$ cat config.mk
export PLATFORM = sky130hd
export DESIGN_NAME = cla_share_sched
export DESIGN_NICKNAME = d
export VERILOG_FILES = /design/src/rtl/cla_share_sched_pkg.sv /design/src/rtl/cla_share_sched_cla.sv /design/src/rtl/cla_share_sched.sv
export SDC_FILE = /design/constraint.sdc
export NUM_CORES = 1
export LEC_CHECK = 0
export CELL_PAD_IN_SITES_DETAIL_PLACEMENT = 1
export CELL_PAD_IN_SITES_GLOBAL_PLACEMENT = 2
export CORE_MARGIN = 5
export CORE_UTILIZATION = 29
export CTS_CLUSTER_DIAMETER = 80
export DETAILED_ROUTE_END_ITERATION = 8
export PLACE_DENSITY_LB_ADDON = 0.1
export SLEW_MARGIN = 20
export SYNTH_ARGS = -nofsm -noshare
export SYNTH_HDL_FRONTEND = slang
export SYNTH_SLANG_ARGS = --single-unit
$ cat constraint.sdc
create_clock -name clk -period 3 [get_ports clk]
set_input_delay 0.45 -clock clk [delete_from_list [all_inputs] [get_ports clk]]
set_output_delay 0.45 -clock clk [all_outputs]
set_load 0.03 [all_outputs]
$ cat src/rtl/cla_share_sched_pkg.sv
// Shared types and constants for the serial carry-lookahead adder scheduler.
// Latency: n/a (definitions only).
// Backpressure: n/a (definitions only).
package cla_share_pkg;

   typedef enum logic [1:0] {
      IDLE = 2'd0,
      RUN  = 2'd1,
      DONE = 2'd2
   } state_t;

   localparam int ID_W       = 1;
   localparam int SLICE_BITS = 2;

   // Slice-counter width: enough to count WIDTH/SLICE_BITS slices, never below one bit.
   function automatic int cnt_width(input int width);
      int n;
      n = width / SLICE_BITS;
      return (n <= 2) ? 1 : $clog2(n);
   endfunction

endpackage

$ cat src/rtl/cla_share_sched_cla.sv
// Two-bit carry-lookahead adder slice: sum bits and carry-out from generate/propagate terms.
// Latency: purely combinational, zero cycles.
// Backpressure: none; outputs follow inputs.
module cla (
   input  logic a0,
   input  logic a1,
   input  logic b0,
   input  logic b1,
   input  logic cin,
   output logic s0,
   output logic s1,
   output logic cout
);

   logic g0, p0, g1, p1, c1;

   assign g0   = a0 & b0;
   assign p0   = a0 ^ b0;
   assign g1   = a1 & b1;
   assign p1   = a1 ^ b1;
   // Both carries come straight from g/p terms rather than rippling through bit 0.
   assign c1   = g0 | (p0 & cin);
   assign s0   = p0 ^ cin;
   assign s1   = p1 ^ c1;
   assign cout = g1 | (p1 & g0) | (p1 & p0 & cin);

endmodule

$ cat src/rtl/cla_share_sched.sv
// Round-robin two-port front end that time-shares one 2-bit CLA slice to add WIDTH-bit operands LSB-first.
// Latency: result valid WIDTH/2+1 cycles after accept; minimum initiation interval WIDTH/2+2 cycles.
// Backpressure: one operation in flight; requesters see ready only in IDLE, DONE holds until rsp_ready.
module cla_share_sched
   import cla_share_pkg::*;
#(
   parameter int WIDTH = 16
) (
   input  logic             clk,
   input  logic             rst_n,
   input  logic             req0_valid,
   output logic             req0_ready,
   input  logic [WIDTH-1:0] req0_a,
   input  logic [WIDTH-1:0] req0_b,
   input  logic             req0_cin,
   input  logic             req1_valid,
   output logic             req1_ready,
   input  logic [WIDTH-1:0] req1_a,
   input  logic [WIDTH-1:0] req1_b,
   input  logic             req1_cin,
   output logic             rsp_valid,
   input  logic             rsp_ready,
   output logic [WIDTH-1:0] rsp_sum,
   output logic             rsp_cout,
   output logic             rsp_id,
   output logic             busy
);

   localparam int KW = cnt_width(WIDTH);

   state_t                 state_q, state_d;
   logic                   last_grant_q;
   logic [KW-1:0]          k_q;
   logic                   carry_q;
   logic [WIDTH-1:0]       a_q, b_q, sum_q;
   logic [ID_W-1:0]        id_q;

   logic                   grant_id;
   logic                   any_valid;
   logic                   accept;
   logic                   last_slice;
   logic [KW:0]            lsb;
   logic [SLICE_BITS-1:0]  a_sl, b_sl;
   logic                   s0, s1, slice_cout;

   // Round-robin pick: on a tie the requester not served last wins.
   always_comb begin
      grant_id = 1'b0;
      if (req0_valid && req1_valid) begin
         grant_id = ~last_grant_q;
      end else if (req1_valid) begin
         grant_id = 1'b1;
      end
   end

   assign any_valid  = req0_valid | req1_valid;
   assign accept     = (state_q == IDLE) && any_valid;
   assign last_slice = (k_q == KW'(WIDTH / SLICE_BITS - 1));
   assign lsb        = {k_q, 1'b0};
   assign a_sl       = a_q[lsb +: SLICE_BITS];
   assign b_sl       = b_q[lsb +: SLICE_BITS];

   cla u_cla (
      .a0   (a_sl[0]),
      .a1   (a_sl[1]),
      .b0   (b_sl[0]),
      .b1   (b_sl[1]),
      .cin  (carry_q),
      .s0   (s0),
      .s1   (s1),
      .cout (slice_cout)
   );

   // State register.
   always_ff @(posedge clk or negedge rst_n) begin
      if (!rst_n) begin
         state_q <= IDLE;
      end else begin
         state_q <= state_d;
      end
   end

   // Next-state: accept from IDLE, walk all slices in RUN, wait for the consumer in DONE.
   always_comb begin
      state_d = state_q;
      case (state_q)
         IDLE:    if (any_valid)  state_d = RUN;
         RUN:     if (last_slice) state_d = DONE;
         DONE:    if (rsp_ready)  state_d = IDLE;
         default: state_d = IDLE;
      endcase
   end

   // Handshake outputs: ready only for the granted requester while IDLE, response only in DONE.
   always_comb begin
      req0_ready = 1'b0;
      req1_ready = 1'b0;
      rsp_valid  = 1'b0;
      busy       = (state_q != IDLE);
      case (state_q)
         IDLE: begin
            req0_ready = req0_valid && !grant_id;
            req1_ready = req1_valid &&  grant_id;
         end
         DONE:    rsp_valid = 1'b1;
         default: ;
      endcase
   end

   // Operand capture at accept, then one slice per cycle with the carry held between slices.
   always_ff @(posedge clk or negedge rst_n) begin
      if (!rst_n) begin
         a_q          <= '0;
         b_q          <= '0;
         sum_q        <= '0;
         carry_q      <= 1'b0;
         k_q          <= '0;
         id_q         <= '0;
         last_grant_q <= 1'b1;
      end else if (accept) begin
         a_q          <= grant_id ? req1_a   : req0_a;
         b_q          <= grant_id ? req1_b   : req0_b;
         carry_q      <= grant_id ? req1_cin : req0_cin;
         sum_q        <= '0;
         k_q          <= '0;
         id_q         <= grant_id;
         last_grant_q <= grant_id;
      end else if (state_q == RUN) begin
         sum_q[lsb +: SLICE_BITS] <= {s1, s0};
         carry_q                  <= slice_cout;
         // Counter parks on the last slice instead of wrapping; the next accept clears it.
         if (!last_slice) begin
            k_q <= k_q + 1'b1;
         end
      end
   end

   assign rsp_sum  = sum_q;
   assign rsp_cout = carry_q;
   assign rsp_id   = id_q;

endmodule

==> impl_metrics.tcl <==
set metrics [dict create \
    leakagePower_nw 1.819 \
    synth_area_um2 3080 \
    hold_path.class "input port to asynchronous set/reset pin" \
    seq_area_um2 1403 \
    area_growth_pct 38.06 \
    status "complete, no violations" \
    postCtsHoldBufs 0 \
    p_per_area_nw_per_um2 979.4 \
    synth_top_area_share_pct 44.68 \
    fin_nets 463 \
    initial_utilization_pct 29.84 \
    path_max_fanout 10 \
    gr-total-overflow 0 \
    io_buffers 92 \
    cts_buffers 5 \
    worstSetupPathType "flop to flop" \
    synth_nets 375 \
    rsz0062_at_grt "no" \
    period_needed_ns 2.651 \
    synth_largest_area_cell "dfrtp_1" \
    gr-usage-all-layers_pct 12.97 \
    fin_util_pct 41.20 \
    syn_inst 294 \
    clock-sinks 56 \
    postCtsResizedCells 0 \
    finalSetupViolations 0 \
    die_h_um 113.1 \
    grt_pass1_vias 2785 \
    stdcell_count 519 \
    slew_headroom_pct 51.84 \
    skew_ns 0.009486 \
    fmax_mhz 377.2 \
    num-fill-cells 1197 \
    synthTopCellsByArea "dfrtp_1 45%, mux2i_1 14%, nand2_1 6.6%, mux4_2 5.8%, o21ai_1 5.4%" \
    path_clk_slew_ns 0.10 \
    cp-start-kind "flop" \
    num_rows 37 \
    die_w_um 113.1 \
    power_mw 4.165 \
    vias 2396 \
    finalCritPeriodShare_pct 88.36 \
    wl_per_cell_um 14.97 \
    synth_cell_types 41 \
    finalWirelength_mm 7.769 \
    grt_max_degree 66 \
    num_antenna_cells 0 \
    synth_seq_area_share_pct 45.53 \
    post-route-drc-count 0 \
    cts_max_level 2 \
    ir_worst_vdd_mv 0.3860 \
    ys_ff_latch 56 \
    ant_nets 0 \
    drt_iter0_drc 47 \
    coreArea_um2 10320 \
    final_layout_size_suffix_gt1_share_pct 9.138 \
    finalWeightedCongestion 0.7232 \
    dp.cells 511 \
    required_ns 3.18 \
    r2r-start "k_q[0]$_DFFE_PN0P_" \
    arrival_ns 2.83 \
    post-dp-hpwl_mm 6.009 \
    insertion_delay_ns 0.31 \
    finalHoldViolations 0 \
    antenna_found_initial 0 \
    cts_setup_buffers 0 \
    cap_viol_max_count 0 \
    drv_slew 0 \
    tightest_slew_ns 0.7224 \
    first_pass_iters 3 \
    cts_buffer_depth 2 \
    io_pins 93 \
    endpoint_kind "flop" \
    dieArea_um2 12780 \
    syn_area_per_cell_um2 10.48 \
    holdWs_ns 0.2686 \
    grt_pass1_wl_mm 13.43 \
    setup_tns_ns 0 \
    viasPerCell 4.617 \
    root_buffer "clkbuf_8" \
    yosys_warnings 0 \
    crit_start "k_q[0]$_DFFE_PN0P_" \
    multi_input_area_um2 1573 \
    cts_tree "done" \
]
[flip-flops by register name, indices dropped and copies added, names as in the netlist]
register and count:
last_grant_q 1, k_q 3, state_q 2, rsp_cout 1, b_q 16, rsp_sum 16, rsp_id 1, a_q 16
[through the flow]
step                instance area (µm²)  setup WS [ns]
global route                       4253         0.1684
CTS                                4253         0.3123
floorplan                          3080         0.4107
detailed placement                 4153         0.3273
global placement                   4153         0.3984
finish                             4253         0.3491
[cells in the mapped netlist (all sizes together)]
cell     count
o2111ai      1
dfrtp       55
or3          1
a211oi       1
mux2         1
nand2b       5
xnor2        1
nor4b        3
nor3b        3
fa           1
a21oi        5
mux4         8
clkbuf       8
a21o         3
nor4         1
nor2b        1
and2         2
o31ai        1
o21a         1
nand2       54
a31oi        1
nor2        14
a21boi       1
ha           9
mux2i       43
o21ai       39
dfstp        1
nor3         6
buf         10
inv          7
nand3        6
nand3b       1
[worst paths after layout]
| kind | endpoint | slack (ns) | depth (start not counted) |
|---|---|---|---|
| setup / recovery | rsp_sum[7]$_DFFE_PN0P_ | 0.35 | 10 |
| hold / removal | rsp_sum[15]$_DFFE_PN0P_ | 0.27 | 2 |
| setup reg to reg | rsp_sum[7]$_DFFE_PN0P_ | 0.35 | 10 |
| hold reg to reg | rsp_id$_DFFE_PN0P_ | 0.49 | 1 |
| max in group asynchronous | b_q[11]$_DFFE_PN0P_ | 2.25 | 2 |
| min in group clk | rsp_id$_DFFE_PN0P_ | 0.49 | 1 |
[worst max-delay path: stages, from the launching register on]
cell and delay [ns]:
dfrtp_1 0.37, buf_4 0.23, mux4_2 0.52, nand2_1 0.09, nand2_1 0.09, fa_1 0.41, xnor2_1 0.34, buf_4 0.19
nand3b_1 0.12, nand2b_1 0.11, a21oi_1 0.06
[final cells by class]
class / instances / area share [%]
Sequential cell: 56 / 32.98
Inverter: 7 / 0.6178
Multi-Input combinational cell: 213 / 36.98
Timing Repair Buffer: 99 / 23.07
Clock buffer: 8 / 2.354
Tap cell: 136 / 4.001
[cells by family after synthesis]
family | count (synthesis) | share of synthesized area (%)
multiplexers | 52 | 20.19
adder cells (fa/ha/maj) | 10 | 4.306
flip-flops | 56 | 45.53
AND/OR/NAND/NOR | 97 | 16.21
buffers and inverters | 25 | 4.021
XOR/XNOR | 1 | 0.2844
AO/OA/AOI/OAI | 53 | 9.464
[report_power, final]
part           internal [mW]  switching (mW)  leakage [nW]
Clock                  0.212           0.248        0.0515
Combinational           1.07            1.30          1.05
Sequential              1.09           0.238         0.714
Total                   2.38            1.79          1.82
[placed cells by master, fill, tap and decap left out, types with 2 or more instances in the layout]
cell,n
o21ai_0,5
a21oi_1,5
nand2b_1,5
mux2i_1,43
ha_1,9
clkdlybuf4s50_1,91
nor4b_4,2
nor2_1,13
clkbuf_8,7
nor3b_1,3
dfrtp_1,55
inv_1,7
o21ai_1,33
nand2_1,54
nand3_1,6
mux4_2,8
nor3_1,2
and2_1,2
buf_4,6
a21o_1,3
nor3_2,3
[routing by layer]
layer	global-route usage [%]	wire length, µm	share of wire (%)	vias to the layer above
li1	-	-	-	1201
met1	16.26	3458	45	1136
met2	22.79	3957	51	54
met3	2.781	266	3.4	5
met4	3.125	86	1.1	0
met5	0	0	0	-
(Power assumes the default switching activity.)
